$ cat src/rtl/sram_arbiter_if.sv
// sram_arbiter_if: one SRAM access channel (request side plus read return).
//
// Handshake: an access transfers on every rising clock edge where req && ready
// are both high. While req is high the requester holds addr, write_enable and
// write_data stable. The requester may drop req before acceptance, in which
// case no access is issued. ready may be high while req is low; it carries no
// meaning on its own. read_valid is a one-cycle strobe qualifying read_data.
//
// Signals:
//   req          requester -> responder  access request
//   ready        responder -> requester  access accepted this cycle (with req)
//   addr         requester -> responder  access address
//   write_enable requester -> responder  1 = write, 0 = read
//   write_data   requester -> responder  write payload
//   read_data    responder -> requester  read payload
//   read_valid   responder -> requester  read_data valid this cycle
//
// Modports:
//   master  drives the request (used by the arbiter toward the controller)
//   slave   answers the request (used by the arbiter toward each requester)
interface sram_arbiter_if #(
    parameter int ADDR_BITS = 20,
    parameter int DATA_BITS = 16
);
    logic                 req;
    logic                 ready;
    logic [ADDR_BITS-1:0] addr;
    logic                 write_enable;
    logic [DATA_BITS-1:0] write_data;
    logic [DATA_BITS-1:0] read_data;
    logic                 read_valid;

    // The controller returns no read strobe; the arbiter regenerates it from
    // its own tag pipe, so the master view carries no read_valid.
    modport master (
        output req, addr, write_enable, write_data,
        input  ready, read_data
    );

    modport slave (
        input  req, addr, write_enable, write_data,
        output ready, read_data, read_valid
    );
endinterface

$ cat src/rtl/sram_arbiter.sv
// sram_arbiter: two-port round-robin arbiter in front of one sram_controller.
//
// Each port keeps the grant for up to BURST_MAX accepted accesses, then the
// grant rotates if the other port is waiting. Reads are tagged with the
// issuing port in a READ_LATENCY-deep pipe so returning data reaches the
// originating port even after the grant has moved on.
//
// Ports:
//   clk    in   single clock, rising edge
//   reset  in   synchronous, active-high
//   s0     slave  requester port 0
//   s1     slave  requester port 1
//   m      master controller side
//   grant  out  one-hot current owner (00 none, 01 port 0, 10 port 1)
module sram_arbiter #(
    parameter int ADDR_BITS    = 20,
    parameter int DATA_BITS    = 16,
    parameter int BURST_MAX    = 8,
    parameter int READ_LATENCY = 2
) (
    input  logic                 clk,
    input  logic                 reset,
    sram_arbiter_if.slave        s0,
    sram_arbiter_if.slave        s1,
    sram_arbiter_if.master       m,
    output logic [1:0]           grant
);

    localparam int BEAT_W = (BURST_MAX > 1) ? $clog2(BURST_MAX) : 1;
    localparam logic [BEAT_W-1:0] BEAT_LAST = BEAT_W'(BURST_MAX - 1);

    // Encoding matches the one-hot grant debug output.
    typedef enum logic [1:0] {
        ST_IDLE   = 2'b00,
        ST_GRANT0 = 2'b01,
        ST_GRANT1 = 2'b10
    } state_t;

    state_t                  r_state;
    state_t                  w_next_state;
    logic                    r_last;
    logic [BEAT_W-1:0]       r_beat;
    logic [BEAT_W-1:0]       w_next_beat;
    logic [READ_LATENCY-1:0] r_tag_v;
    logic [READ_LATENCY-1:0] r_tag_p;

    logic                    w_in_grant;
    logic                    w_owner;
    logic                    w_own_req;
    logic [ADDR_BITS-1:0]    w_own_addr;
    logic                    w_own_we;
    logic [DATA_BITS-1:0]    w_own_wd;
    logic                    w_other_req;
    logic                    w_accept;
    logic                    w_release;

    // Mux of the owning port's request; all zero when nobody holds the grant.
    always_comb begin
        w_in_grant  = 1'b0;
        w_owner     = 1'b0;
        w_own_req   = 1'b0;
        w_own_addr  = '0;
        w_own_we    = 1'b0;
        w_own_wd    = '0;
        w_other_req = 1'b0;
        case (r_state)
            ST_GRANT0: begin
                w_in_grant  = 1'b1;
                w_owner     = 1'b0;
                w_own_req   = s0.req;
                w_own_addr  = s0.addr;
                w_own_we    = s0.write_enable;
                w_own_wd    = s0.write_data;
                w_other_req = s1.req;
            end
            ST_GRANT1: begin
                w_in_grant  = 1'b1;
                w_owner     = 1'b1;
                w_own_req   = s1.req;
                w_own_addr  = s1.addr;
                w_own_we    = s1.write_enable;
                w_own_wd    = s1.write_data;
                w_other_req = s0.req;
            end
            default: ;
        endcase
    end

    assign w_accept  = w_in_grant && w_own_req && m.ready;
    // Grant ends when the owner lets go, or on the burst's final acceptance.
    assign w_release = w_in_grant && (!w_own_req || (w_accept && (r_beat == BEAT_LAST)));

    always_comb begin
        w_next_state = r_state;
        w_next_beat  = r_beat;
        if (r_state == ST_IDLE) begin
            if (s0.req && s1.req) begin
                // Tie goes to the port that was not granted most recently.
                w_next_state = r_last ? ST_GRANT0 : ST_GRANT1;
            end else if (s0.req) begin
                w_next_state = ST_GRANT0;
            end else if (s1.req) begin
                w_next_state = ST_GRANT1;
            end
        end else if (w_release) begin
            if (w_other_req) begin
                w_next_state = w_owner ? ST_GRANT0 : ST_GRANT1;
            end else if (w_own_req) begin
                // Burst expired but nobody else wants the bus: fresh burst.
                w_next_state = r_state;
            end else begin
                w_next_state = ST_IDLE;
            end
            w_next_beat = '0;
        end else if (w_accept) begin
            w_next_beat = r_beat + BEAT_W'(1);
        end
    end

    always_ff @(posedge clk) begin
        if (reset) begin
            r_state <= ST_IDLE;
            r_last  <= 1'b1;
            r_beat  <= '0;
        end else begin
            r_state <= w_next_state;
            r_beat  <= w_next_beat;
            if (w_next_state == ST_GRANT0) begin
                r_last <= 1'b0;
            end else if (w_next_state == ST_GRANT1) begin
                r_last <= 1'b1;
            end
        end
    end

    // Read tag pipe: stage i holds reads accepted i+1 cycles ago.
    always_ff @(posedge clk) begin
        if (reset) begin
            r_tag_v <= '0;
            r_tag_p <= '0;
        end else begin
            r_tag_v[0] <= w_accept && !w_own_we;
            r_tag_p[0] <= w_owner;
            for (int i = 1; i < READ_LATENCY; i++) begin
                r_tag_v[i] <= r_tag_v[i-1];
                r_tag_p[i] <= r_tag_p[i-1];
            end
        end
    end

    assign m.req          = w_in_grant && w_own_req;
    assign m.addr         = w_own_addr;
    assign m.write_enable = w_own_we;
    assign m.write_data   = w_own_wd;

    assign s0.ready      = (r_state == ST_GRANT0) && m.ready;
    assign s1.ready      = (r_state == ST_GRANT1) && m.ready;
    assign s0.read_data  = m.read_data;
    assign s1.read_data  = m.read_data;
    assign s0.read_valid = r_tag_v[READ_LATENCY-1] && !r_tag_p[READ_LATENCY-1];
    assign s1.read_valid = r_tag_v[READ_LATENCY-1] &&  r_tag_p[READ_LATENCY-1];

    assign grant = {r_state == ST_GRANT1, r_state == ST_GRANT0};

endmodule

$ cat src/flat_wrapper.sv
// flat-port wrapper written by rule: the top's interface ports become plain ports
module sram_arbiter_flat 
#(
    parameter int ADDR_BITS    = 20,
    parameter int DATA_BITS    = 16,
    parameter int BURST_MAX    = 8,
    parameter int READ_LATENCY = 2
)
  (clk, reset, grant, s0_req, s0_addr, s0_write_enable, s0_write_data, s0_ready, s0_read_data, s0_read_valid, s1_req, s1_addr, s1_write_enable, s1_write_data, s1_ready, s1_read_data, s1_read_valid, m_req, m_addr, m_write_enable, m_write_data, m_ready, m_read_data);
  sram_arbiter_if #(.ADDR_BITS(ADDR_BITS), .DATA_BITS(DATA_BITS)) s0_i ();
  sram_arbiter_if #(.ADDR_BITS(ADDR_BITS), .DATA_BITS(DATA_BITS)) s1_i ();
  sram_arbiter_if #(.ADDR_BITS(ADDR_BITS), .DATA_BITS(DATA_BITS)) m_i ();
  input  logic clk;
  input  logic reset;
  output logic [1:0] grant;
  input wire logic [$bits(s0_i.req)-1:0] s0_req;
  input wire logic [$bits(s0_i.addr)-1:0] s0_addr;
  input wire logic [$bits(s0_i.write_enable)-1:0] s0_write_enable;
  input wire logic [$bits(s0_i.write_data)-1:0] s0_write_data;
  output wire logic [$bits(s0_i.ready)-1:0] s0_ready;
  output wire logic [$bits(s0_i.read_data)-1:0] s0_read_data;
  output wire logic [$bits(s0_i.read_valid)-1:0] s0_read_valid;
  input wire logic [$bits(s1_i.req)-1:0] s1_req;
  input wire logic [$bits(s1_i.addr)-1:0] s1_addr;
  input wire logic [$bits(s1_i.write_enable)-1:0] s1_write_enable;
  input wire logic [$bits(s1_i.write_data)-1:0] s1_write_data;
  output wire logic [$bits(s1_i.ready)-1:0] s1_ready;
  output wire logic [$bits(s1_i.read_data)-1:0] s1_read_data;
  output wire logic [$bits(s1_i.read_valid)-1:0] s1_read_valid;
  output wire logic [$bits(m_i.req)-1:0] m_req;
  output wire logic [$bits(m_i.addr)-1:0] m_addr;
  output wire logic [$bits(m_i.write_enable)-1:0] m_write_enable;
  output wire logic [$bits(m_i.write_data)-1:0] m_write_data;
  input wire logic [$bits(m_i.ready)-1:0] m_ready;
  input wire logic [$bits(m_i.read_data)-1:0] m_read_data;
  assign s0_i.req = s0_req;
  assign s0_i.addr = s0_addr;
  assign s0_i.write_enable = s0_write_enable;
  assign s0_i.write_data = s0_write_data;
  assign s0_ready = s0_i.ready;
  assign s0_read_data = s0_i.read_data;
  assign s0_read_valid = s0_i.read_valid;
  assign s1_i.req = s1_req;
  assign s1_i.addr = s1_addr;
  assign s1_i.write_enable = s1_write_enable;
  assign s1_i.write_data = s1_write_data;
  assign s1_ready = s1_i.ready;
  assign s1_read_data = s1_i.read_data;
  assign s1_read_valid = s1_i.read_valid;
  assign m_req = m_i.req;
  assign m_addr = m_i.addr;
  assign m_write_enable = m_i.write_enable;
  assign m_write_data = m_i.write_data;
  assign m_i.ready = m_ready;
  assign m_i.read_data = m_read_data;
  sram_arbiter #(.ADDR_BITS(ADDR_BITS), .DATA_BITS(DATA_BITS), .BURST_MAX(BURST_MAX), .READ_LATENCY(READ_LATENCY)) u_core (.clk(clk), .reset(reset), .s0(s0_i), .s1(s1_i), .m(m_i), .grant(grant));
endmodule
$ cat config.mk
export PLATFORM = sky130hd
export DESIGN_NAME = sram_arbiter_flat
export DESIGN_NICKNAME = d
export VERILOG_FILES = /design/src/rtl/sram_arbiter_if.sv /design/src/rtl/sram_arbiter.sv /design/src/flat_wrapper.sv
export SDC_FILE = /design/constraint.sdc
export NUM_CORES = 1
export LEC_CHECK = 0
export BUFFER_PORTS_ARGS = -buffer_cell sky130_fd_sc_hd__buf_2
export CAP_MARGIN = 20
export CORE_ASPECT_RATIO = 0.9
export CORE_UTILIZATION = 31
export DETAILED_ROUTE_END_ITERATION = 10
export GPL_TIMING_DRIVEN = 0
export PLACE_DENSITY_LB_ADDON = 0.1
export SYNTH_ARGS = -nofsm -noshare
export SYNTH_HDL_FRONTEND = slang
export SYNTH_SLANG_ARGS = --single-unit
$ cat constraint.sdc
create_clock -name clk -period 2.1 [get_ports clk]
set_input_delay 0.21 -clock clk [delete_from_list [all_inputs] [get_ports clk]]
set_output_delay 0.21 -clock clk [all_outputs]
set_load 0.05 [all_outputs]
* Word-level counts from Yosys, hierarchy flattened
Cells that the tools add are included.
** Storage, ports and cells
- Register bits :: 10
- Bits in latches :: 0
- Bits in writable memories :: 0
- Memory bits (read-only) :: 0
- Bits of input ports :: 95
- Output and inout bits :: 76
- Word-level logic and storage cells :: 51
- Memories :: 0
** Operators by class
- Add/sub/neg operators :: 1
- Multipliers :: 0
- Div/mod/pow operators :: 0
- Order comparisons :: 0
- Eq/ne operators :: 5
- Shift operators :: 0
- Muxes and demuxes :: 20
- Bitwise gates (word level) :: 1
- Reduce and logical (&&, ||, !) cells :: 19
** Operators by type and width (count)
- $pmux 20 s2 :: 1
- $pmux 16 s2 :: 1
- $mux 2 :: 9
- $logic_and 1x1->1 :: 10
- $mux 3 :: 2
- $pmux 1 s2 :: 3
- $eq 2x1->1 const B :: 2
- $eq 2x2->1 const B :: 2
- $mux 1 :: 4
- $reduce_bool 2->1 :: 2
- $add 3x1->3 const B :: 1
- $eq 3x3->1 const B :: 1
- $logic_not 1->1 :: 3
- $logic_not 2->1 :: 1
- $reduce_and 2->1 :: 1
- $reduce_or 2->1 :: 1
- $logic_or 1x1->1 :: 1
- $not 1->1 :: 1

* Depth between registers and ports, before layout
Gate-level depths: netlist of the first run.
- Depth after elaboration :: 13
- Gate-level depth with buffers :: 11

* Worst setup path after synthesis of the first run
No wires, ideal clock.
- Kind :: register to output
- Start point :: register u_core.r_state[1]
- End point :: output m_addr[10]
- Arrival :: 2.227 ns
- Required time :: 1.890 ns
- Slack :: -0.337 ns
- Cell stages (with the launch flop) :: 7
- Cell sequence :: dfxtp_1 > inv_1 > ha_1 > buf_2 > buf_2 > a22oi_1 > nor2b_1
** On the way
- Cells in the longest elaborated chain, start to end :: 2
- Elaborated cells on any way between the ends :: 3
- Classes of those cells :: eq/ne: 2; mux: 1
** Ends and longest elaborated chain
- from (decl) :: RTL line sram_arbiter.sv:39 : state_t r_state;
- from (signal assigned) :: RTL line sram_arbiter.sv:126 : r_state <= w_next_state;
- $eq 2x1->1
- via grant[0] :: RTL line flat_wrapper.sv:15 : output logic [1:0] grant;
- $pmux 20 s2 :: RTL line sram_arbiter.sv:66 : case (r_state)
- to (decl) :: RTL line flat_wrapper.sv:31 : output wire logic [$bits(m_i.addr)-1:0] m_addr;
The timed path passes the listed nets, and every way through them passes these cells.

* Final worst setup path of the first run
- Start point :: register u_core.r_state[0]
- End point :: register u_core.r_last
** On the way
- Cells in the longest elaborated chain, start to end :: 12
- Elaborated cells on any way between the ends :: 26
- Classes of those cells :: eq/ne: 4; mux: 13; reduce/logical: 9
** Ends and longest elaborated chain
- $eq 2x1->1 / $eq 2x2->1 (equally long branches) :: RTL line sram_arbiter.sv:66
- $reduce_or 2->1 (no source line)
- $mux 1 :: RTL line sram_arbiter.sv:66
- $logic_and 1x1->1 (2 in a row) :: RTL line sram_arbiter.sv:89 : assign w_accept = w_in_grant && w_own_req && m.ready;
- $logic_and 1x1->1 :: RTL line sram_arbiter.sv:91 : assign w_release = w_in_grant && (!w_own_req || (w_accept && (r_beat == BEAT_LAST)));
- $logic_or 1x1->1 :: RTL line sram_arbiter.sv:91
- $logic_and 1x1->1 :: RTL line sram_arbiter.sv:91
- $mux 2 :: RTL line sram_arbiter.sv:105 : end else if (w_release) begin
- $mux 2 (*) :: RTL line sram_arbiter.sv:96 : if (r_state == ST_IDLE) begin
- $eq 2x1->1 / $eq 2x2->1 (equally long branches) :: RTL line sram_arbiter.sv:128, sram_arbiter.sv:130
- $mux 1 / $reduce_bool 2->1 (equally long branches)
- to (signal assigned) :: RTL line sram_arbiter.sv:123 : r_last <= 1'b1;
- to (signal assigned) :: RTL line sram_arbiter.sv:129 : r_last <= 1'b0;
- to (signal assigned) :: RTL line sram_arbiter.sv:131 : r_last <= 1'b1;
- to (decl) :: RTL line sram_arbiter.sv:41 : logic r_last;
Mark *: on every way between the ends. The rest lies on a longest branch, timed or not.
A chain may end at the register's enable or synchronous reset.

==> metrics.cfg, run 1 <==
[placed_design]
dp_hpwl_um=4099
port_buffers=152
place_congestion=0.8162
placed_cells=404
place_area_um2=2377

[global_route]
grt_pass1_wl_um=7603
antenna_found_initial=0
grt_max_degree=11
overflow=0
grt_pass1_vias=1670
track_usage=0.1929

[setup_path]
cp_max_fo=6
worst_setup_path_end_kind=flip-flop
critPathKind=flip-flop to flip-flop
cp_slowest_cell=a311oi_2
crit_chain=buf_6 > ha_4 > inv_1 > o21ai_0 > a311oi_2 > nor3_2 > ha_1 > mux2i_1 > nand2b_1
critPathLaunchType=flip-flop
crit_required_ns=2.24
max_stage_delay_ns=0.37
worstPathArrival_ns=2.22

[route]
wirelength_um=5308
drtIter0Drc=90
routed-via-count=1915
routedWlPerCell_um=12.82
drc=0
dr.pass1.iters=4
ant_nets=0
vias_per_cell=4.626

[timing]
slew_headroom=0.7416
setup_violations=0
drv_slew=0
finalCritPeriodShare=0.9924
skew_ns=0.005369
hold_viol_final=0
fmax_mhz=479.8
rsz0062_at_grt=yes
final.min_clock_period_ns=2.084
whs_ns=0.2215
worst_pin_slew_ns=0.3846
setup_tns_ns=0

[logic_synthesis]
yosysWarnings=0
synth.most_common_cell=nor2b_1
syn_inst=190
syn-cell-area_um2=1461
synthFlopType=dfxtp_1
synth.distinct_cells=34
yosysTopAreaCellShare=0.1901
synth_edf_count=0
yosysTopAreaCell=a22oi_1
synthesis.nets=291
ys_seq_area_frac=0.1370
synth.avg_cell_area_um2=7.692
synth-async-reset-ratio=0
ys_ff_latch=10
yosys-top-cells-area=a22oi_1 (19%), nor2b_1 (18%), buf_4 (17%), dfxtp_1 (14%), ha_1 (5.1%)
synth_common_cells=nor2b_1 (42), a22oi_1 (37), buf_4 (34), dfxtp_1 (10)

[layout]
diodes=0
nets=454
area_growth_pct=81.93
fin_area_um2=2659
drive_gt1_frac=0.7330
final_cells=414

[floorplanning]
start_util=0.3255
die_x_um=74.38
core_um2=4489
fp-row-count=23
ioPinCount=171
die_area_um2=4993
die_y_um=67.14

[clocking]
clk_latency_ns=0.24
cts_buffers=3
cts_max_path_buffers=2
root_buffer=clkbuf_8
h-tree-depth=1
cts_tree=yes
clock-sinks=10
hold_buffers=0
clk_pin_slew_ns=0.05

[power]
peakVddDrop_uv=774.1
power_mw=4.218
p_per_area_nw_per_um2=1586
p_leak_nw=1.350

[run]
cap_violations=0

[run_status]
status=finished clean

[min_path]
hold_class=input port to flip-flop

[cell usage in the layout, fill, tap and decap left out, drive strengths merged, types with 2 or more instances in the layout]
| cell type | n |
|---|---|
| a21boi | 2 |
| a21oi | 2 |
| a22o | 3 |
| a22oi | 37 |
| and2 | 3 |
| buf | 193 |
| clkbuf | 17 |
| dfxtp | 10 |
| ha | 6 |
| inv | 6 |
| mux2i | 2 |
| nand2 | 5 |
| nor2 | 8 |
| nor2b | 42 |
| nor3 | 3 |
[power by group]
part	switching, mW	leakage (nW)	total, mW	internal [mW]
Clock	0.0784	0.0288	0.243	0.165
Combinational	2.24	1.24	3.70	1.46
Sequential	0.0374	0.0826	0.275	0.238
[layout make-up]
type | count | area (um2)
buffer | 47 | 339.1
clock buffer | 4 | 55.05
fill | 433 | 1831
inverter | 6 | 22.52
multi-input combinational | 126 | 1092
sequential | 10 | 207.7
tap | 62 | 77.57
timing repair buffer | 159 | 864.6
[worst paths after layout]
path,start,endpoint,slack [ns],cells past startpoint
worst max-delay path,u_core.r_state[0],u_core.r_last,0.02,9
worst min-delay path,reset,u_core.r_state[1],0.22,2
worst max register to register,u_core.r_state[0],u_core.r_last,0.02,9
worst min register to register,u_core.r_tag_v[0],u_core.r_tag_v[1],0.43,1
[critical path: cells and delay by family, from the launching register on]
kind,cells,cell delay (ns)
AOI/OAI and AO/OA,2,0.51
adders and majority gates,2,0.47
buffers and inverters,2,0.33
DFF,1,0.35
muxes,1,0.18
and+or+nand+nor,2,0.13
[metrics by stage]
stage / setup slack [ns] / util
final: 0.01600 / 0.5923
after global routing: -0.05399 / 0.5923
after CTS: -0.001503 / 0.5719
after detailed placement: -0.1716 / 0.5295
after global placement: -0.1806 / 0.5295
after floorplan: -0.006974 / -
[sequential cells by signal, summed over array words and instances (netlist names)]
name / flops
u_core.r_state: 2
u_core.r_beat: 3
u_core.r_last: 1
u_core.r_tag_p: 2
u_core.r_tag_v: 2
[per-layer routing]
layer  track usage  wire [um]
met1        0.2355       2179
met2        0.3446       2715
met3       0.05075        397
met4       0.02830         16
met5             0          0
[kinds of logic (layout without fill, tap and decap cells)]
group / Yosys count / after routing / share of synthesized area
multiplexers: 3 / 3 / 0.02140
buffers and inverters: 54 / 216 / 0.2397
flip-flops: 10 / 10 / 0.1370
AND/OR/NAND/NOR: 64 / 64 / 0.2526
AO/OA/AOI/OAI: 53 / 53 / 0.2980
adder cells (fa/ha/maj): 6 / 6 / 0.05137
[what timing repair did]
| item | 4_1_cts | 5_1_grt |
|---|---|---|
| pin swaps | 4 | 8 |
| setup endpoints to repair | 33 | 38 |
| setup buffers | 4 | 3 |
| resized for setup | 33 | 23 |
Note: power is estimated with default switching activity, not from simulation.
==> inputs of run 2 (changes only) <==
==> constraint.sdc (replaced) <==
create_clock -name clk -period 1.9 [get_ports clk]
set_input_delay 0.19 -clock clk [delete_from_list [all_inputs] [get_ports clk]]
set_output_delay 0.19 -clock clk [all_outputs]
set_load 0.05 [all_outputs]
==> metrics.cfg, run 2 (synthesis gave the netlist of run 1 again) <==
[placed_design]
dp_hpwl_um=4158
place_area_um2=2471
placed_cells=404
port_buffers=152
place_congestion=0.7978
place_ws_ns=-0.2728

[timing]
rsz0062_at_grt=yes
setup_slack_ns=-0.1796
setup_tns_ns=-0.3567
final.min_clock_period_ns=2.080
drv_slew=0
setup_violations=11
worst_pin_slew_ns=0.3270
slew_headroom=0.7758
skew_ns=0.0003930
hold_viol_final=0
fmax_mhz=480.9
finalCritPeriodShare=1.095
whs_ns=0.2091

[layout]
final_cells=416
nets=456
utilization=0.6449
largest_register=u_core.r_beat
fill_cells=402
final_cell_mix=buf_2 (116), buf_4 (65), nor2b_2 (28)
diodes=0
multiInputGateArea_um2=1230
fin_area_um2=2895
area_growth_pct=98.12
register_area_um2=207.7
largest_reg_flops=3
final_common_cell=buf_2
drive_gt1_frac=0.7966

[power]
p_clk_frac=0.051
power_switching_mw=2.763
p_sw_frac=0.5322
p_leak_nw=1.401
peakVddDrop_uv=930.9
power_mw=5.192
combinationalPowerShare=0.890
seq_power_share=0.059
p_int_mw=2.429
p_per_area_nw_per_um2=1793

[clocking]
h-tree-depth=1
clk_latency_ns=0.23
hold_buffers=0
cts_buffers=3
cts_tree=yes
cts_max_path_buffers=2
root_buffer=clkbuf_8
clock-sinks=10
clk_pin_slew_ns=0.05

[route]
wl_met2_um=2911
wirelength_um=5451
routed-via-count=1950
drc=0
ant_nets=0
wl_met3_um=494
maxUsedRoutingLayer=met4
m1WireLength_um=1989
dr.pass1.iters=4
drtIter0Drc=54
vias_per_cell=4.688
routedWlPerCell_um=13.10

[setup_path]
crit_family=compound AO/OA/AOI/OAI gates
path_depth=9
worstPathBufferInverterCount=2
worstPathArrival_ns=2.20
critPathKind=flip-flop to flip-flop
crit_chain=buf_6 > ha_4 > inv_1 > o21ai_0 > a311oi_2 > nor3_2 > ha_1 > mux2i_1 > nand2b_1
cp_slowest_cell=dfxtp_4
cp_max_fo=5
crit_required_ns=2.03
r2r.worst_path.cells=9
worst_setup_path_end_kind=flip-flop
max_stage_delay_ns=0.36
reg2reg_slack_ns=-0.18
critPathLaunchType=flip-flop

[run]
cap_violations=0

[global_route]
track_usage=0.1862
grt_pass1_wl_um=7272
overflow=0
grt_max_degree=11
grt_pass1_vias=1674
antenna_found_initial=0

[min_path]
hold_depth=2
hold_class=input port to flip-flop

[run_status]
failed_checks=negative setup slack
status=finished, violations left

[floorplanning]
core_um2=4489
fp-row-count=23
ioPinCount=171
die_y_um=67.14
die_x_um=74.38
die_area_um2=4993
start_util=0.3255

==> run 2: final timing paths <==
kind,start,endpoint
worst max-delay path,u_core.r_state[0],u_core.r_last
worst min-delay path,reset,u_core.r_state[1]
worst max register to register,u_core.r_state[0],u_core.r_last
worst min register to register,u_core.r_tag_p[0],u_core.r_tag_p[1]
==> run 2: area by class of cell <==
| type | count | share of cell area |
|---|---|---|
| Sequential cell | 10 | 0.07174 |
| Tap cell | 62 | 0.02679 |
| Multi-Input combinational cell | 126 | 0.4248 |
| Buffer | 47 | 0.1249 |
| Inverter | 6 | 0.008643 |
| Timing Repair Buffer | 161 | 0.3241 |
| Clock buffer | 4 | 0.01901 |
==> run 2: repair_timing <==
action                     4_1_cts  5_1_grt
gates cloned                     0        0
pin swaps                       10       11
buffers inserted                 7        2
resized for setup               52       45
setup endpoints to repair       40       33
==> run 2: power by group through the flow <==
stage,registers [mW],clock network (mW),logic [mW]
2_1_floorplan,0.287,0,3.11
3_3_place_gp,0.297,0,3.80
3_5_place_dp,0.299,0,3.80
4_1_cts,0.304,0.269,4.30
5_1_grt,0.315,0.281,4.89
6_report,0.308,0.263,4.62
==> run 2: routing by layer <==
metal | vias up | global-route usage
met4 | 0 | 0.04245
met5 | - | 0
met2 | 105 | 0.3367
li1 | 966 | -
met3 | 8 | 0.06418
met1 | 871 | 0.2093
==> inputs of run 3 (changes only) <==
--- a/config.mk
+++ b/config.mk
@@ -5,13 +5,14 @@
 export SDC_FILE = /design/constraint.sdc
 export NUM_CORES = 1
 export LEC_CHECK = 0
+export ABC_AREA = 1
 export BUFFER_PORTS_ARGS = -buffer_cell sky130_fd_sc_hd__buf_2
 export CAP_MARGIN = 20
 export CORE_ASPECT_RATIO = 0.9
-export CORE_UTILIZATION = 31
+export CORE_UTILIZATION = 30
 export DETAILED_ROUTE_END_ITERATION = 10
 export GPL_TIMING_DRIVEN = 0
-export PLACE_DENSITY_LB_ADDON = 0.1
+export PLACE_DENSITY = 0.82
 export SYNTH_ARGS = -nofsm -noshare
 export SYNTH_HDL_FRONTEND = slang
 export SYNTH_SLANG_ARGS = --single-unit
==> metrics.cfg, run 3 <==
[run_status]
status=finished clean

[logic_synthesis]
syn_inst=245
synth_common_cells=nand2_1 (95), a21oi_1 (41), buf_4 (36), inv_1 (17), dfxtp_1 (10)
syn-cell-area_um2=1400
ys_ff_latch=10
ys_seq_area_frac=0.1430
yosysTopAreaCell=nand2_1
synthesis.nets=346
synthFlopType=dfxtp_1
yosysWarnings=0
synth.most_common_cell=nand2_1
synth-async-reset-ratio=0
synth.avg_cell_area_um2=5.715
yosysTopAreaCellShare=0.2547
synth_edf_count=0
synth.distinct_cells=20
yosys-top-cells-area=nand2_1 (25%), buf_4 (19%), a21oi_1 (15%), dfxtp_1 (14%), ha_1 (5.4%)

[timing]
setup_slack_ns=0.05708
drv_slew=0
hold_viol_final=0
setup_violations=0
slew_headroom=0.6096
whs_ns=0.2874
final.min_clock_period_ns=1.843
finalCritPeriodShare=0.9700
skew_ns=0.0006850
setup_tns_ns=0
fmax_mhz=542.6
worst_pin_slew_ns=0.5857

[global_route]
overflow=0
grt_max_degree=11
grt_pass1_vias=1811
track_usage=0.1953
grt_pass1_wl_um=7686
antenna_found_initial=0

[route]
wirelength_um=5614
vias_per_cell=4.524
dr.pass1.iters=4
routedWlPerCell_um=12.10
routed-via-count=2099
ant_nets=0
drc=0
drtIter0Drc=67

[setup_path]
r2r.worst_path.cells=12
critPathKind=flip-flop to flip-flop
worst_setup_path_end_kind=flip-flop
reg2reg_slack_ns=0.06
worstPathArrival_ns=1.96
critPathLaunchType=flip-flop
crit_required_ns=2.02
timing.rr.end=u_core.r_last
r2r_start=u_core.r_state[1]
cp_max_fo=7

[placed_design]
place_ws_ns=-0.2547
place_congestion=0.8204
port_buffers=153
dp_hpwl_um=4188

[layout]
nets=505
final_cell_mix=buf_2 (117), nand2_1 (93), buf_4 (46)
final_common_cell=buf_2
fill_cells=371
largest_reg_flops=3
diodes=0
drive_gt1_frac=0.6567
utilization=0.6656
largest_register=u_core.r_beat
area_growth_pct=112.1

[clocking]
hold_buffers=0
root_buffer=clkbuf_8
cts_tree=yes
clk_latency_ns=0.23
cts_buffers=3
clock-sinks=10
clk_pin_slew_ns=0.04
h-tree-depth=1
cts_max_path_buffers=2

[floorplanning]
fp-row-count=23
ioPinCount=171
die_x_um=74.01
die_area_um2=4945
die_y_um=66.81
start_util=0.3139
core_um2=4461

[power]
peakVddDrop_uv=1147
p_leak_nw=1.398
p_per_area_nw_per_um2=1617

[min_path]
hold_class=input port to flip-flop
min_from=m_ready
hold_depth=3
min_to=u_core.r_tag_v[0]

[run]
cap_violations=0

run 3: cell families after synthesis:
logic type,Yosys count,synth area share
buffers and inverters,64,0.2761
flip-flops,10,0.1430
adder cells (fa/ha/maj),6,0.05362
AO/OA/AOI/OAI,48,0.1796
AND/OR/NAND/NOR,117,0.3476
run 3: layout make-up:
class | count | area, um2 | area share
Sequential cell | 10 | 207.7 | 0.06995
Multi-Input combinational cell | 171 | 1207 | 0.4067
Tap cell | 62 | 77.57 | 0.02613
Inverter | 18 | 77.57 | 0.02613
Clock buffer | 3 | 41.29 | 0.01391
Timing Repair Buffer | 154 | 964.7 | 0.3249
Buffer | 46 | 392.9 | 0.1323
run 3: worst max-delay path, stage by stage (launching register included):
cell     delay, ns
dfxtp_4       0.37
inv_2         0.07
ha_4          0.18
nand2_1       0.10
nand2_4       0.08
nand2_2       0.09
nand2_4       0.09
o21ai_1       0.15
nand2_1       0.10
nand2_2       0.11
ha_4          0.21
a21oi_2       0.11
o21ai_1       0.07
run 3: worst max path at each step:
stage / start / slack [ns] / to / cells after the start
global route: u_core.r_state[1] / -0.07 / u_core.r_last / 12
CTS: u_core.r_state[1] / -0.002 / u_core.r_last / 11
global placement: u_core.r_state[0] / -0.24 / m_addr[10] / 7
finish: u_core.r_state[1] / 0.06 / u_core.r_last / 12
detailed placement: u_core.r_state[0] / -0.25 / m_addr[10] / 7
floorplan: u_core.r_state[1] / -0.04 / u_core.r_last / 12
run 3: timing repair:
| action | in CTS | in global routing |
|---|---|---|
| endpoints found under the setup margin | 40 | 38 |
| pin swaps | 0 | 1 |
| resized for setup | 62 | 45 |
| setup buffers | 0 | 1 |
run 3: through the flow:
| stage | area [um2] | power, mW | instances |
|---|---|---|---|
| floorplan | 1722 | 3.087 | 245 |
| global placement | 2565 | 3.688 | 460 |
| detailed placement | 2565 | 3.737 | 460 |
| CTS | 2781 | 4.395 | 463 |
| global route | 2969 | 5.094 | 464 |
| finish | 2969 | 4.802 | 464 |
run 3: report_power, final:
group,total (mW),switching [mW],internal (mW)
clock,0.210,0.0721,0.138
sequential,0.308,0.0448,0.263
combinational,4.28,2.81,1.48
total,4.80,2.92,1.88
run 3: metal layers:
metal	vias up	routed length (um)	track usage
li1	1055	-	-
met1	957	2124	0.2116
met2	83	3157	0.3955
met3	4	288	0.03026
met4	0	44	0.02885
met5	-	0	0
